==> src/rtl/regfile_bist_pkg.sv <==
// Shared types and helpers for the register-file march BIST controller.
package regfile_bist_pkg;

   localparam int NUM_REGS = 32;
   localparam int ADDR_W   = 5;
   localparam int DATA_W   = 32;

   localparam logic [2:0] PH_WR_A    = 3'd0;
   localparam logic [2:0] PH_RD_A    = 3'd1;
   localparam logic [2:0] PH_WR_B    = 3'd2;
   localparam logic [2:0] PH_RD_B    = 3'd3;
   localparam logic [2:0] PH_WR_HOLD = 3'd4;
   localparam logic [2:0] PH_RD_HOLD = 3'd5;

   // Phase states carry their phase code so FailPhase is just the state value.
   typedef enum logic [2:0] {
      ST_WR_A    = PH_WR_A,
      ST_RD_A    = PH_RD_A,
      ST_WR_B    = PH_WR_B,
      ST_RD_B    = PH_RD_B,
      ST_WR_HOLD = PH_WR_HOLD,
      ST_RD_HOLD = PH_RD_HOLD,
      ST_IDLE    = 3'd6,
      ST_DONE    = 3'd7
   } state_e;

   function automatic logic [DATA_W-1:0] pattern_a(input logic [ADDR_W-1:0] i,
                                                   input logic [DATA_W-1:0] seed);
      return seed ^ {i, 22'b0, i};
   endfunction

   function automatic state_e next_phase(input state_e s);
      case (s)
         ST_WR_A:    return ST_RD_A;
         ST_RD_A:    return ST_WR_B;
         ST_WR_B:    return ST_RD_B;
         ST_RD_B:    return ST_WR_HOLD;
         ST_WR_HOLD: return ST_RD_HOLD;
         default:    return ST_DONE;
      endcase
   endfunction

endpackage

==> src/rtl/regfile_bist_check.sv <==
// Read-port comparators plus first-failure capture for the register-file BIST.
module regfile_bist_check
   import regfile_bist_pkg::*;
#(
   parameter bit CHECK_ZERO_REG = 1'b1
)(
   input  logic              clk,
   input  logic              reset,
   input  logic              clear,
   input  logic              cmp_en,
   input  logic [2:0]        phase,
   input  logic [ADDR_W-1:0] addr1,
   input  logic [ADDR_W-1:0] addr2,
   input  logic [DATA_W-1:0] rd_data1,
   input  logic [DATA_W-1:0] rd_data2,
   input  logic [DATA_W-1:0] exp1,
   input  logic [DATA_W-1:0] exp2,
   output logic              mismatch1,
   output logic              mismatch2,
   output logic              fail_seen,
   output logic [2:0]        fail_phase,
   output logic [ADDR_W-1:0] fail_addr,
   output logic              fail_port
);

   logic [DATA_W-1:0] exp1_eff, exp2_eff;
   logic              fail_seen_d, fail_seen_q;
   logic [2:0]        fail_phase_d, fail_phase_q;
   logic [ADDR_W-1:0] fail_addr_d, fail_addr_q;
   logic              fail_port_d, fail_port_q;

   // r0 is expected to read zero; when not checked it is skipped entirely.
   always_comb begin
      exp1_eff  = (addr1 == '0) ? '0 : exp1;
      exp2_eff  = (addr2 == '0) ? '0 : exp2;
      mismatch1 = cmp_en && (CHECK_ZERO_REG || (addr1 != '0)) && (rd_data1 != exp1_eff);
      mismatch2 = cmp_en && (CHECK_ZERO_REG || (addr2 != '0)) && (rd_data2 != exp2_eff);
   end

   always_comb begin
      fail_seen_d  = fail_seen_q;
      fail_phase_d = fail_phase_q;
      fail_addr_d  = fail_addr_q;
      fail_port_d  = fail_port_q;
      if (clear) begin
         fail_seen_d  = 1'b0;
         fail_phase_d = '0;
         fail_addr_d  = '0;
         fail_port_d  = 1'b0;
      end else if (!fail_seen_q && (mismatch1 || mismatch2)) begin
         fail_seen_d  = 1'b1;
         fail_phase_d = phase;
         fail_addr_d  = mismatch1 ? addr1 : addr2;
         fail_port_d  = !mismatch1;
      end
   end

   always_ff @(posedge clk) begin
      if (reset) begin
         fail_seen_q  <= 1'b0;
         fail_phase_q <= '0;
         fail_addr_q  <= '0;
         fail_port_q  <= 1'b0;
      end else begin
         fail_seen_q  <= fail_seen_d;
         fail_phase_q <= fail_phase_d;
         fail_addr_q  <= fail_addr_d;
         fail_port_q  <= fail_port_d;
      end
   end

   assign fail_seen  = fail_seen_q;
   assign fail_phase = fail_phase_q;
   assign fail_addr  = fail_addr_q;
   assign fail_port  = fail_port_q;

endmodule

==> src/rtl/regfile_bist.sv <==
// Six-phase march BIST for the 32x32 2R1W register file; drives its ports and
// reports pass/fail with first-failure diagnostics.
module regfile_bist
   import regfile_bist_pkg::*;
#(
   parameter logic [DATA_W-1:0] SEED           = 32'hA5C3_0F96,
   parameter bit                CHECK_ZERO_REG = 1'b1,
   parameter bit                STOP_ON_FAIL   = 1'b0
)(
   input  logic              Clk,
   input  logic              Reset,
   input  logic              Start,
   output logic              Busy,
   output logic              Done,
   output logic              Passed,
   output logic [2:0]        FailPhase,
   output logic [ADDR_W-1:0] FailAddr,
   output logic              FailPort,
   input  logic [DATA_W-1:0] ReadData1,
   input  logic [DATA_W-1:0] ReadData2,
   output logic [DATA_W-1:0] WriteData,
   output logic [ADDR_W-1:0] ReadRegister1,
   output logic [ADDR_W-1:0] ReadRegister2,
   output logic [ADDR_W-1:0] WriteRegister,
   output logic              RegWrite
);

   localparam logic [ADDR_W-1:0] LAST_IDX = ADDR_W'(NUM_REGS - 1);

   state_e            state_d, state_q, nxt_state;
   logic [ADDR_W-1:0] idx_d, idx_q, nxt_idx;
   logic              busy_d, busy_q, done_d, done_q, passed_d, passed_q;
   logic [DATA_W-1:0] wdata_d, wdata_q;
   logic [ADDR_W-1:0] rreg1_d, rreg1_q, rreg2_d, rreg2_q, wreg_d, wreg_q;
   logic              regwrite_d, regwrite_q;
   logic              launch, cmp_en, mismatch1, mismatch2, fail_seen;
   logic [DATA_W-1:0] exp1, exp2;

   // Read addresses are registered, so the data present now belongs to rreg*_q.
   always_comb begin
      cmp_en = (state_q == ST_RD_A) || (state_q == ST_RD_B) || (state_q == ST_RD_HOLD);
      exp1   = pattern_a(rreg1_q, SEED);
      exp2   = pattern_a(rreg2_q, SEED);
      if (state_q != ST_RD_A) begin
         exp1 = ~exp1;
         exp2 = ~exp2;
      end
   end

   regfile_bist_check #(.CHECK_ZERO_REG(CHECK_ZERO_REG)) u_check (
      .clk        (Clk),
      .reset      (Reset),
      .clear      (launch),
      .cmp_en     (cmp_en),
      .phase      (state_q),
      .addr1      (rreg1_q),
      .addr2      (rreg2_q),
      .rd_data1   (ReadData1),
      .rd_data2   (ReadData2),
      .exp1       (exp1),
      .exp2       (exp2),
      .mismatch1  (mismatch1),
      .mismatch2  (mismatch2),
      .fail_seen  (fail_seen),
      .fail_phase (FailPhase),
      .fail_addr  (FailAddr),
      .fail_port  (FailPort)
   );

   always_comb begin
      state_d    = state_q;
      idx_d      = idx_q;
      busy_d     = busy_q;
      done_d     = done_q;
      passed_d   = passed_q;
      wdata_d    = wdata_q;
      rreg1_d    = rreg1_q;
      rreg2_d    = rreg2_q;
      wreg_d     = wreg_q;
      regwrite_d = regwrite_q;
      launch     = 1'b0;
      nxt_state  = state_q;
      nxt_idx    = idx_q;

      case (state_q)
         ST_IDLE, ST_DONE: begin
            if (Start) begin
               launch    = 1'b1;
               nxt_state = ST_WR_A;
               nxt_idx   = '0;
            end
         end
         default: begin
            nxt_idx = idx_q + ADDR_W'(1);
            if (idx_q == LAST_IDX) nxt_state = next_phase(state_q);
            if (STOP_ON_FAIL && (mismatch1 || mismatch2)) nxt_state = ST_DONE;
         end
      endcase

      state_d = nxt_state;
      idx_d   = nxt_idx;

      if (launch) begin
         busy_d   = 1'b1;
         done_d   = 1'b0;
         passed_d = 1'b0;
      end

      // Port values are computed for the step being entered, keeping every output registered.
      case (nxt_state)
         ST_WR_A, ST_WR_B, ST_WR_HOLD: begin
            wreg_d     = nxt_idx;
            wdata_d    = pattern_a(nxt_idx, SEED);
            if (nxt_state == ST_WR_B) wdata_d = ~wdata_d;
            regwrite_d = (nxt_state != ST_WR_HOLD);
         end
         ST_RD_A, ST_RD_B, ST_RD_HOLD: begin
            regwrite_d = 1'b0;
            rreg1_d    = nxt_idx;
            rreg2_d    = ~nxt_idx;
         end
         default: ;
      endcase

      if ((nxt_state == ST_DONE) && (state_q != ST_DONE)) begin
         busy_d     = 1'b0;
         done_d     = 1'b1;
         passed_d   = !(fail_seen || mismatch1 || mismatch2);
         regwrite_d = 1'b0;
         idx_d      = '0;
      end
   end

   always_ff @(posedge Clk) begin
      if (Reset) begin
         state_q    <= ST_IDLE;
         idx_q      <= '0;
         busy_q     <= 1'b0;
         done_q     <= 1'b0;
         passed_q   <= 1'b0;
         wdata_q    <= '0;
         rreg1_q    <= '0;
         rreg2_q    <= '0;
         wreg_q     <= '0;
         regwrite_q <= 1'b0;
      end else begin
         state_q    <= state_d;
         idx_q      <= idx_d;
         busy_q     <= busy_d;
         done_q     <= done_d;
         passed_q   <= passed_d;
         wdata_q    <= wdata_d;
         rreg1_q    <= rreg1_d;
         rreg2_q    <= rreg2_d;
         wreg_q     <= wreg_d;
         regwrite_q <= regwrite_d;
      end
   end

   assign Busy          = busy_q;
   assign Done          = done_q;
   assign Passed        = passed_q;
   assign WriteData     = wdata_q;
   assign ReadRegister1 = rreg1_q;
   assign ReadRegister2 = rreg2_q;
   assign WriteRegister = wreg_q;
   assign RegWrite      = regwrite_q;

endmodule

==> config.mk <==
export PLATFORM = sky130hd
export DESIGN_NAME = regfile_bist
export DESIGN_NICKNAME = d
export VERILOG_FILES = /design/src/rtl/regfile_bist_pkg.sv /design/src/rtl/regfile_bist_check.sv /design/src/rtl/regfile_bist.sv
export SDC_FILE = /design/constraint.sdc
export NUM_CORES = 1
export LEC_CHECK = 0
export ABC_AREA = 1
export CAP_MARGIN = 10
export CORE_MARGIN = 4
export CORE_UTILIZATION = 40
export CTS_BUF_LIST = sky130_fd_sc_hd__clkbuf_8 sky130_fd_sc_hd__clkbuf_16
export CTS_CLUSTER_DIAMETER = 30
export DETAILED_ROUTE_END_ITERATION = 12
export PLACE_DENSITY = 0.82
export SYNTH_ARGS = -nofsm -noshare
export SYNTH_HDL_FRONTEND = slang
export SYNTH_HIERARCHICAL = 1
export SYNTH_SLANG_ARGS = --single-unit
==> constraint.sdc <==
create_clock -name Clk -period 3.15 [get_ports Clk]
set_clock_uncertainty 0.15 [all_clocks]
set_input_delay 0.7875 -clock Clk [delete_from_list [all_inputs] [get_ports Clk]]
set_output_delay 0.7875 -clock Clk [all_outputs]
set_load 0.005 [all_outputs]
# [Yosys cells after proc, flatten, opt, wreduce, memory -nomap -nowiden]
# Index checks and enable logic that the tools add are counted.
[op_classes] bitwise_logic=7 add_sub_neg=1 eq_ne=19 mux=18 reduce_logical=23
[op_table] cell="2-to-1 mux 32 bit" n=5
[op_table] cell="NOT 32 bit" n=3
[op_table] cell="inequality test 32 bit" n=2
[op_table] cell="NOT 16 bit" n=3
[op_table] cell="== test 3 bit, second input constant" n=7
[op_table] cell="2-to-1 mux 5 bit" n=3
[op_table] cell="one-hot mux 3 bit (5 select lines)" n=1
[op_table] cell="== test 3 x 2 -> 1 bit, second input constant" n=4
[op_table] cell="zero test 5 bit" n=2
[op_table] cell="2-to-1 mux 3 bit" n=3
[op_table] cell="== test 3 x 1 -> 1 bit, second input constant" n=2
[op_table] cell="zero test 3 bit" n=2
[op_table] cell="inequality test 3 bit, second input constant" n=2
[op_table] cell="OR reduction 2 bit" n=3
[op_table] cell="OR reduction 3 bit" n=2
[op_table] cell="adder 5 x 1 -> 5 bit, second input constant" n=1
[op_table] cell="== test 5 bit, second input constant" n=1
[op_table] cell="logical OR 1 bit" n=5
[op_table] cell="2-to-1 mux 1 bit" n=5
[op_table] cell="NOT 5 bit" n=1
[op_table] cell="logical AND 1 bit" n=4
[op_table] cell="nonzero test 2 bit" n=2
[op_table] cell="zero test 1 bit" n=3
[op_table] cell="inequality test 3 x 1 -> 1 bit, second input constant" n=1
[op_table] cell="one-hot mux 1 bit (2 select lines)" n=1
[word_totals] register_bits=69 word_cells=82

# [Longest topological paths before layout]
# Gate-level depths: netlist of the first run.
[depth] ltp_word=10 mapped_depth=21

# [Cells and area by module]
# The synthesis of the first run kept the hierarchy.
[by_module_without_submodules] module="regfile_bist_check" cells_each=451 n_inst=1 area_each_um2=2170.8
[by_module_without_submodules] module="regfile_bist" cells_each=231 n_inst=1 area_each_um2=1746.7

# [Least setup slack after synthesis of the first run]
# No wires, ideal clock.
[synth_path] path_type="flip-flop to flip-flop" startpoint="reg state_q[2]" endpoint="reg passed_q, in the netlist Passed" path_slack_ps=-273 required_ps=2943 arrival_ps=3216 path_stages_with_launch=18 setup_time_ps=57 synth_period_minus_slack_ps=3423 path_buffers=1 cell_sequence="dfxtp_1 > inv_2 > nand2_1 > nor2_1 > buf_2 > inv_1 > nand2_2 > xor2_1 > nand2_1 > nor2_1 > nand2_1 > nor2_2 > nand2_2 > nand2_4 > inv_1 > o41ai_1 > nand2_1 > inv_1"
[synth_between] elab_chain_len=9 elab_cells_between_ends=33 cone_classes="12 x eq/ne; 10 x mux; 11 x reduce/logical"
[synth_lines] item="from (decl)" line="regfile_bist.sv:30" rtl="state_e state_d, state_q, nxt_state;"
[synth_lines] item="from (signal assigned)" line="regfile_bist.sv:147" rtl="state_q <= state_d;"
[synth_lines] item="inequality test 3 x 1 -> 1 bit" line="regfile_bist.sv:44" rtl="if (state_q != ST_RD_A) begin"
[synth_lines] item="2-to-1 mux 32 bit" line="regfile_bist.sv:44"
[synth_lines] item="named net exp1[10]" line="regfile_bist.sv:37" rtl="logic [DATA_W-1:0] exp1, exp2;"
[synth_lines] item="2-to-1 mux 32 bit" line="regfile_bist_check.sv:34" rtl="exp1_eff = (addr1 == '0) ? '0 : exp1;"
[synth_lines] item="inequality test 32 bit" line="regfile_bist_check.sv:36" rtl="mismatch1 = cmp_en && (CHECK_ZERO_REG || (addr1 != '0)) && (rd_data1 != exp1_eff);"
[synth_lines] item="logical AND 1 bit" line="regfile_bist_check.sv:36"
[synth_lines] item="named net mismatch1" line="regfile_bist.sv:36" rtl="logic launch, cmp_en, mismatch1, mismatch2, fail_seen;"
[synth_lines] item="logical OR 1 bit (2 in a row)" line="regfile_bist.sv:128" rtl="passed_d = !(fail_seen || mismatch1 || mismatch2);"
[synth_lines] item="zero test 1 bit" line="regfile_bist.sv:128"
[synth_lines] item="2-to-1 mux 1 bit" line="regfile_bist.sv:125" rtl="if ((nxt_state == ST_DONE) && (state_q != ST_DONE)) begin"
[synth_lines] item="to (signal assigned)" line="regfile_bist.sv:151" rtl="passed_q <= passed_d;"
[synth_lines] item="to (decl)" line="regfile_bist.sv:32" rtl="logic busy_d, busy_q, done_d, done_q, passed_d, passed_q;"
# The timed path passes the listed nets, and every way through them passes these cells.
# A chain may end at the register's enable or synchronous reset.

# [Final worst setup path of the first run]
# Ends and elaborated chain as after synthesis.

==> results.toml, run 1 <==
[outcome]
outcome = "finished, final reports clean"

[clock_network]
ctsLongestPathBuffers = 2
number_of_hold_repair_buffers_added_at_the_cts_stage = 0
root_buffer = "clkbuf_8"
cts.htree.levels = 2
cts-buffers-inserted = 5
tritoncts = "done"
clkSinkCount = 45
clock_pin_slew_on_the_worst_setup_and_hold_paths_ns = 0.10
clk-insertion-delay-late_ns = 0.31

[worst_setup_path]
crit_path_start = "state_q[2]$_SDFF_PP1_"
max_stage_delay_ns = 0.39
crit_type = "flop to flop"
cpMostUsedCell = "nand2_1"
r2r_cells = 17
crit_path_top_delay_cell = "dfxtp_1"
critical_path.cell_chain = "inv_2, nand2_1, nor2_4, buf_12, xor2_1, nand3_1, nand2_1, nand2_1, nor2_1, nand2_1, nor2_2, nand2_2, nand2_4, inv_1, o41ai_1, nand2_1, inv_1"
worst_setup_path_start_kind = "flop"
critical_path_fanouts_max = 27
setup.worst_path.end = "Passed$_SDFFE_PP0P_"
critical_path_arrival_ns = 2.91
rrSetupSlack_ns = 0.35
critPathCaptureType = "flop"
cp.required_ns = 3.27
worstReg2RegEnd = "Passed$_SDFFE_PP0P_"
worstReg2RegStart = "state_q[2]$_SDFF_PP1_"

[timing]
maxSlewHeadroom = 0.548
tightest_slew_ns = 0.671
setup_tns_ns = 0
min_period_over_period = 0.888
finalMaxSlewViolations = 0
rsz0062_at_grt = "false"
timing.final.setup_violations = 0
timing.final.crit_period_ns = 2.80
achievable-frequency_ghz = 0.358
final_hold_viol_count = 0
worst_hold_slack_ns = 0.303

[power_and_ir_drop]
comb_power_share = 0.484
fin_total_pwr_mw = 2.24
swShare = 0.390
clock_power_share = 0.201
ir_worst_vdd_uv = 373
power_per_cell_area_nw_per_um2 = 422
power.sequential.fraction = 0.314
total_leakage_power_nw = 2.56
power.switching_mw = 0.872
cell_internal_pwr_mw = 1.37

[yosys]
count_of_flip_flops_with_a_built_in_enable_after_synthesis = 0
ys_seq_elements = 45
synth_sequential_area_ratio = 0.230
synth_compound_area_frac = 0.0584
netlist_instances = 682
synthesis.yosys.warnings = 6
synth-xor-area-share = 0.0246
yosysTopAreaCellShare = 0.253
post_synth_mux_area_share = 0
syn_nets = 751
area_share_of_and_or_nand_nor_cells_after_synthesis = 0.509
synth-adder-area-share = 0.00639
synth_top_family_by_area = "simple AND/OR/NAND/NOR gates"
synth_top_area_cell = "nand2_1"
synthFlopType = "dfxtp_1"
post_syn_area_per_cell_sq_um = 5.74
yosys-top-cells-area = "nand2_1, dfxtp_1, nand3_1, inv_1, buf_4"
synth.distinct_cells = 33
netlist_area_sq_um = 3920
synth_async_sr_flop_share = 0

[global_route]
number_of_global_route_vias_before_repair = 3757
grt_use_total = 0.178
grt.overflow.total = 0
grt_pass1_wl_microns = 17100
initial_antenna_violation_count = 0
grt_start_max_net_pins = 65

[floorplanning]
die-height_microns = 107
num_rows = 35
design.portCount = 127
dieWidth_microns = 107
starting_density_of_the_core = 0.418
design.core.area_sq_um = 9370
dieArea_sq_um = 11400

[cells_and_area]
layout-drive-gt1-share = 0.0828
final_cells = 914
antennaDiodeCount = 0
fin_nets = 853
area_growth_pct = 35.4

[detailed_routing]
wirelength_microns = 10600
routed-via-count = 4304
drt-wirelength-per-cell_microns = 11.6
first_pass_iters = 5
drtAntennaViolNets = 0
drcViolationCount = 0
viasPerCell = 4.71
first_iter_violations = 194

[run]
drv_cap = 0

[placement]
place.port_buffers = 126
finalWeightedCongestion = 0.825
dpl.hpwl_microns = 7820
dpl.cell_count = 903

[worst_hold_path]
hold_class = "flop to flop"
area by class of cell:
type | instances | area (sq um)
Timing Repair Buffer | 136 | 1390
Clock inverter | 3 | 46.3
Timing Repair inverter | 1 | 7.51
Tap cell | 129 | 161
Inverter | 98 | 374
Fill cell | 933 | 4070
Multi-Input combinational cell | 497 | 2350
Clock buffer | 5 | 68.8
Sequential cell | 45 | 901
power by group through the flow:
| stage | Combinational [mW] | Clock (mW) | Sequential (mW) |
|---|---|---|---|
| 6_report | 1.08 | 0.451 | 0.703 |
| 5_1_grt | 1.23 | 0.471 | 0.715 |
| 4_1_cts | 1.08 | 0.456 | 0.703 |
| 3_5_place_dp | 1.08 | 0 | 0.715 |
| 3_3_place_gp | 1.06 | 0 | 0.714 |
| 2_1_floorplan | 0.748 | 0 | 0.704 |
cells in the final DEF, fill, tap and decap left out, types with 2 or more instances in the layout:
master             n
dfxtp_1           45
xnor2_1            6
nor2_4             2
xor2_1             5
clkinvlp_4         3
nand4_1            7
nor2_1            44
nand2_1          264
inv_2              6
clkdlybuf4s50_1  126
nand3b_1          21
buf_4              6
inv_1             86
ha_1               2
o21ai_0           15
nor2_2            19
a211oi_1           2
nand2_2            4
nand2_4            7
a21oi_1           20
buf_12             3
nand3_2            2
clkinv_1           4
clkbuf_8           5
nand3_1           69
o21ai_2            2
worst max-delay path: cells and delay by family (launching register included):
family / cells / cell delay, ns
AO/OA/AOI/OAI: 1 / 0.33
XOR/XNOR: 1 / 0.30
buffers and inverters: 4 / 0.41
flip-flops: 1 / 0.39
AND/OR/NAND/NOR: 11 / 1.15
logic make-up after synthesis:
family | Yosys count
buffers and inverters | 140
AOI/OAI and AO/OA | 42
and+or+nand+nor | 442
DFF | 45
xor gates and xnor gates | 11
adders and majority gates | 2
routing by layer:
layer  vias up  track usage  wire length (microns)
met1      1880        0.246                   4920
li1       2281            -                      -
met3         9       0.0301                    668
met2       134        0.294                   4960
met5         -            0                      0
met4         0       0.0347                     81
how the worst min path moves through the flow:
stage	from	end	slack [ns]	cells after the start
floorplan	Busy$_SDFFE_PP0P_	Busy$_SDFFE_PP0P_	0.29	2
global placement	Busy$_SDFFE_PP0P_	Busy$_SDFFE_PP0P_	0.29	2
detailed placement	Busy$_SDFFE_PP0P_	Busy$_SDFFE_PP0P_	0.29	2
CTS	Busy$_SDFFE_PP0P_	Busy$_SDFFE_PP0P_	0.30	2
global route	Busy$_SDFFE_PP0P_	Busy$_SDFFE_PP0P_	0.33	2
finish	Busy$_SDFFE_PP0P_	Busy$_SDFFE_PP0P_	0.30	2
registers in the layout (all words and copies together), names as in the netlist:
signal and cells:
Busy 1, u_check/fail_seen 1, state_q 3, RegWrite 1, u_check/fail_port 1, ReadRegister2 5
Done 1, u_check/fail_phase 3, idx_q 5, WriteRegister 5, WriteData 8, u_check/fail_addr 5
ReadRegister1 5, Passed 1
stage by stage:
stage,utilization,area (sq um),worst slack [ns]
2_1_floorplan,-,3930,0.0897
3_3_place_gp,0.549,5150,0.301
3_5_place_dp,0.549,5150,0.222
4_1_cts,0.562,5260,0.214
5_1_grt,0.566,5300,0.0268
6_report,0.566,5300,0.354
cells in the mapped netlist, drive strengths merged (3+ instances only):
| cell | count |
|---|---|
| nand3 | 72 |
| nor2 | 65 |
| a21oi | 20 |
| xor2 | 5 |
| clkinv | 4 |
| inv | 94 |
| xnor2 | 6 |
| nand4 | 7 |
| clkbuf | 3 |
| nand3b | 21 |
| o21ai | 18 |
| nand2 | 275 |
| buf | 39 |
| dfxtp | 45 |
repair_timing:
item,in CTS,in global routing
hold endpoints to repair,0,0
endpoints found under the setup margin,0,9
buffers inserted,0,1
resized for setup,0,1
(Power assumes the default switching activity.)
==> inputs of run 2 (changes only) <==
--- a/config.mk
+++ b/config.mk
@@ -8,11 +8,11 @@
 export ABC_AREA = 1
 export CAP_MARGIN = 10
 export CORE_MARGIN = 4
-export CORE_UTILIZATION = 40
+export CORE_UTILIZATION = 43
 export CTS_BUF_LIST = sky130_fd_sc_hd__clkbuf_8 sky130_fd_sc_hd__clkbuf_16
 export CTS_CLUSTER_DIAMETER = 30
 export DETAILED_ROUTE_END_ITERATION = 12
-export PLACE_DENSITY = 0.82
+export PLACE_DENSITY = 0.86
 export SYNTH_ARGS = -nofsm -noshare
 export SYNTH_HDL_FRONTEND = slang
 export SYNTH_HIERARCHICAL = 1
==> run 2 against run 1 <==
  * Critical path depth grew 1
  * Non-clock buffer count shrank 2
  * Sequential share of layout area grew 0.29 points
  * Highest routed layer unchanged
==> results.toml, run 2 (same netlist as run 1, synthesis figures left out) <==
[worst_setup_path]
worstReg2RegEnd = "Passed$_SDFFE_PP0P_"
worst_setup_path_start_kind = "flop"
setup.worst_path.end = "Passed$_SDFFE_PP0P_"
critPathCaptureType = "flop"
crit_path_start = "state_q[2]$_SDFF_PP1_"
critical_path.cell_chain = "inv_2, nand2_1, nor2_4, clkinvlp_4, buf_4, nand2_1, nand2_1, nand2_1, nand2_1, nor2_1, nand2_1, nor2_1, nand2_2, nand2_4, inv_1, o41ai_1, nand2_1, inv_1"
rrSetupSlack_ns = 0.35
critical_path_fanouts_max = 13
r2r_cells = 18
crit_type = "flop to flop"
max_stage_delay_ns = 0.37
crit_path_top_delay_cell = "dfxtp_1"
critical-path-top-delay-family = "simple AND/OR/NAND/NOR gates"
cp.buffers_inverters = 5
worstReg2RegStart = "state_q[2]$_SDFF_PP1_"
cpMostUsedCell = "nand2_1"
cp.required_ns = 3.25
critical_path_arrival_ns = 2.90
timing.critical_path.depth = 18

[timing]
maxSlewHeadroom = 0.544
timing.final.crit_period_ns = 2.80
rsz0062_at_grt = "false"
achievable-frequency_ghz = 0.357
min_period_over_period = 0.889
tightest_slew_ns = 0.677
timing.final.setup_violations = 0
finalMaxSlewViolations = 0
setup_tns_ns = 0
final_hold_viol_count = 0

[detailed_routing]
drt-wirelength-per-cell_microns = 11.3
drcViolationCount = 0
routed-via-count = 4211
first_pass_iters = 5
first_iter_violations = 180
wirelength_microns = 10100
viasPerCell = 4.74
drtAntennaViolNets = 0

[floorplanning]
starting_density_of_the_core = 0.445
die-height_microns = 103
design.core.area_sq_um = 8810
dieArea_sq_um = 10700
dieWidth_microns = 103
design.portCount = 127
num_rows = 34

[global_route]
grt_pass1_wl_microns = 16400
grt_start_max_net_pins = 65
grt.overflow.total = 0
initial_antenna_violation_count = 0
grt_use_total = 0.185
number_of_global_route_vias_before_repair = 3699

[clock_network]
cts.htree.levels = 2
clock_pin_slew_on_the_worst_setup_and_hold_paths_ns = 0.08
tritoncts = "done"
post-cts-setup-buffer-count = 0
cts-buffers-inserted = 5
root_buffer = "clkbuf_8"
ctsLongestPathBuffers = 2
clkSinkCount = 45
clk-insertion-delay-late_ns = 0.30
number_of_hold_repair_buffers_added_at_the_cts_stage = 0
cts_resized = 0

[cells_and_area]
filler_cell_count = 834
register_area_sq_um = 901
largest_register_ffs = 8
area_growth_pct = 33.1
final_cells = 889
antennaDiodeCount = 0
fin_nets = 850
multi_input_area_sq_um = 2360
layout.cells.most_common = "nand2_1"
layout_common_cells = "nand2_1, clkdlybuf4s50_1, inv_1, nand3_1, dfxtp_1"
layout-drive-gt1-share = 0.0794

[placement]
finalWeightedCongestion = 0.796
dpl.cell_count = 882
place.port_buffers = 126
dpl.hpwl_microns = 7560

[power_and_ir_drop]
total_leakage_power_nw = 2.54
power_per_cell_area_nw_per_um2 = 419
ir_worst_vdd_uv = 381
fin_total_pwr_mw = 2.19

[worst_hold_path]
hold_class = "flop to flop"

[outcome]
outcome = "finished, final reports clean"

[run]
drv_cap = 0
==> run 2: changes by cell type in the layout (fill, tap and decap cells not counted), sizes merged <==
cell	previous run	this run
buf	9	8
clkbuf	6	5
clkinvlp	3	1
==> run 2: cell type report <==
cell class / instances / area share
Clock buffer: 5 / 0.0132
Clock inverter: 2 / 0.00672
Inverter: 98 / 0.0717
Multi-Input combinational cell: 497 / 0.452
Sequential cell: 45 / 0.173
Tap cell: 108 / 0.0259
Timing Repair Buffer: 134 / 0.257
==> run 2: worst min path at each step <==
stage / from / end / slack (ns) / cells past startpoint
6_report: Busy$_SDFFE_PP0P_ / Busy$_SDFFE_PP0P_ / 0.30 / 2
5_1_grt: u_check/fail_port$_SDFFE_PP0P_ / u_check/fail_port$_SDFFE_PP0P_ / 0.33 / 2
4_1_cts: Busy$_SDFFE_PP0P_ / Busy$_SDFFE_PP0P_ / 0.30 / 2
3_5_place_dp: Busy$_SDFFE_PP0P_ / Busy$_SDFFE_PP0P_ / 0.29 / 2
3_3_place_gp: Busy$_SDFFE_PP0P_ / Busy$_SDFFE_PP0P_ / 0.29 / 2
2_1_floorplan: Busy$_SDFFE_PP0P_ / Busy$_SDFFE_PP0P_ / 0.29 / 2
==> run 2: worst min-delay path, delay by kind of cell, from the launching register on <==
family	cells	cell delay [ns]
compound gates	1	0.05
flops	1	0.32
buf+inv	1	0.05
==> run 2: power by group <==
group | total [mW] | switching [mW] | internal (mW)
clock | 0.425 | 0.194 | 0.231
combinational | 1.06 | 0.576 | 0.482
sequential | 0.703 | 0.0708 | 0.632
==> run 2: stage by stage <==
step	instance area (sq um)	hold WS [ns]	setup slack, ns	utilization
final	5220	0.298	0.351	0.592
after global routing	5220	0.328	0.0196	0.592
after CTS	5200	0.300	0.297	0.591
after detailed placement	5100	0.287	0.314	0.579
after global placement	5100	0.286	0.382	0.579
after floorplan	3930	0.292	0.0897	-
==> run 2: per-layer routing <==
layer  share of wire  up-vias  wire length [microns]  GRT usage
met4          0.0048        0                     48     0.0299
met1            0.46     1815                   4660      0.249
met2            0.45      109                   4530      0.315
met5               0        -                      0          0
li1                -     2281                      -          -
met3           0.082        6                    827     0.0335
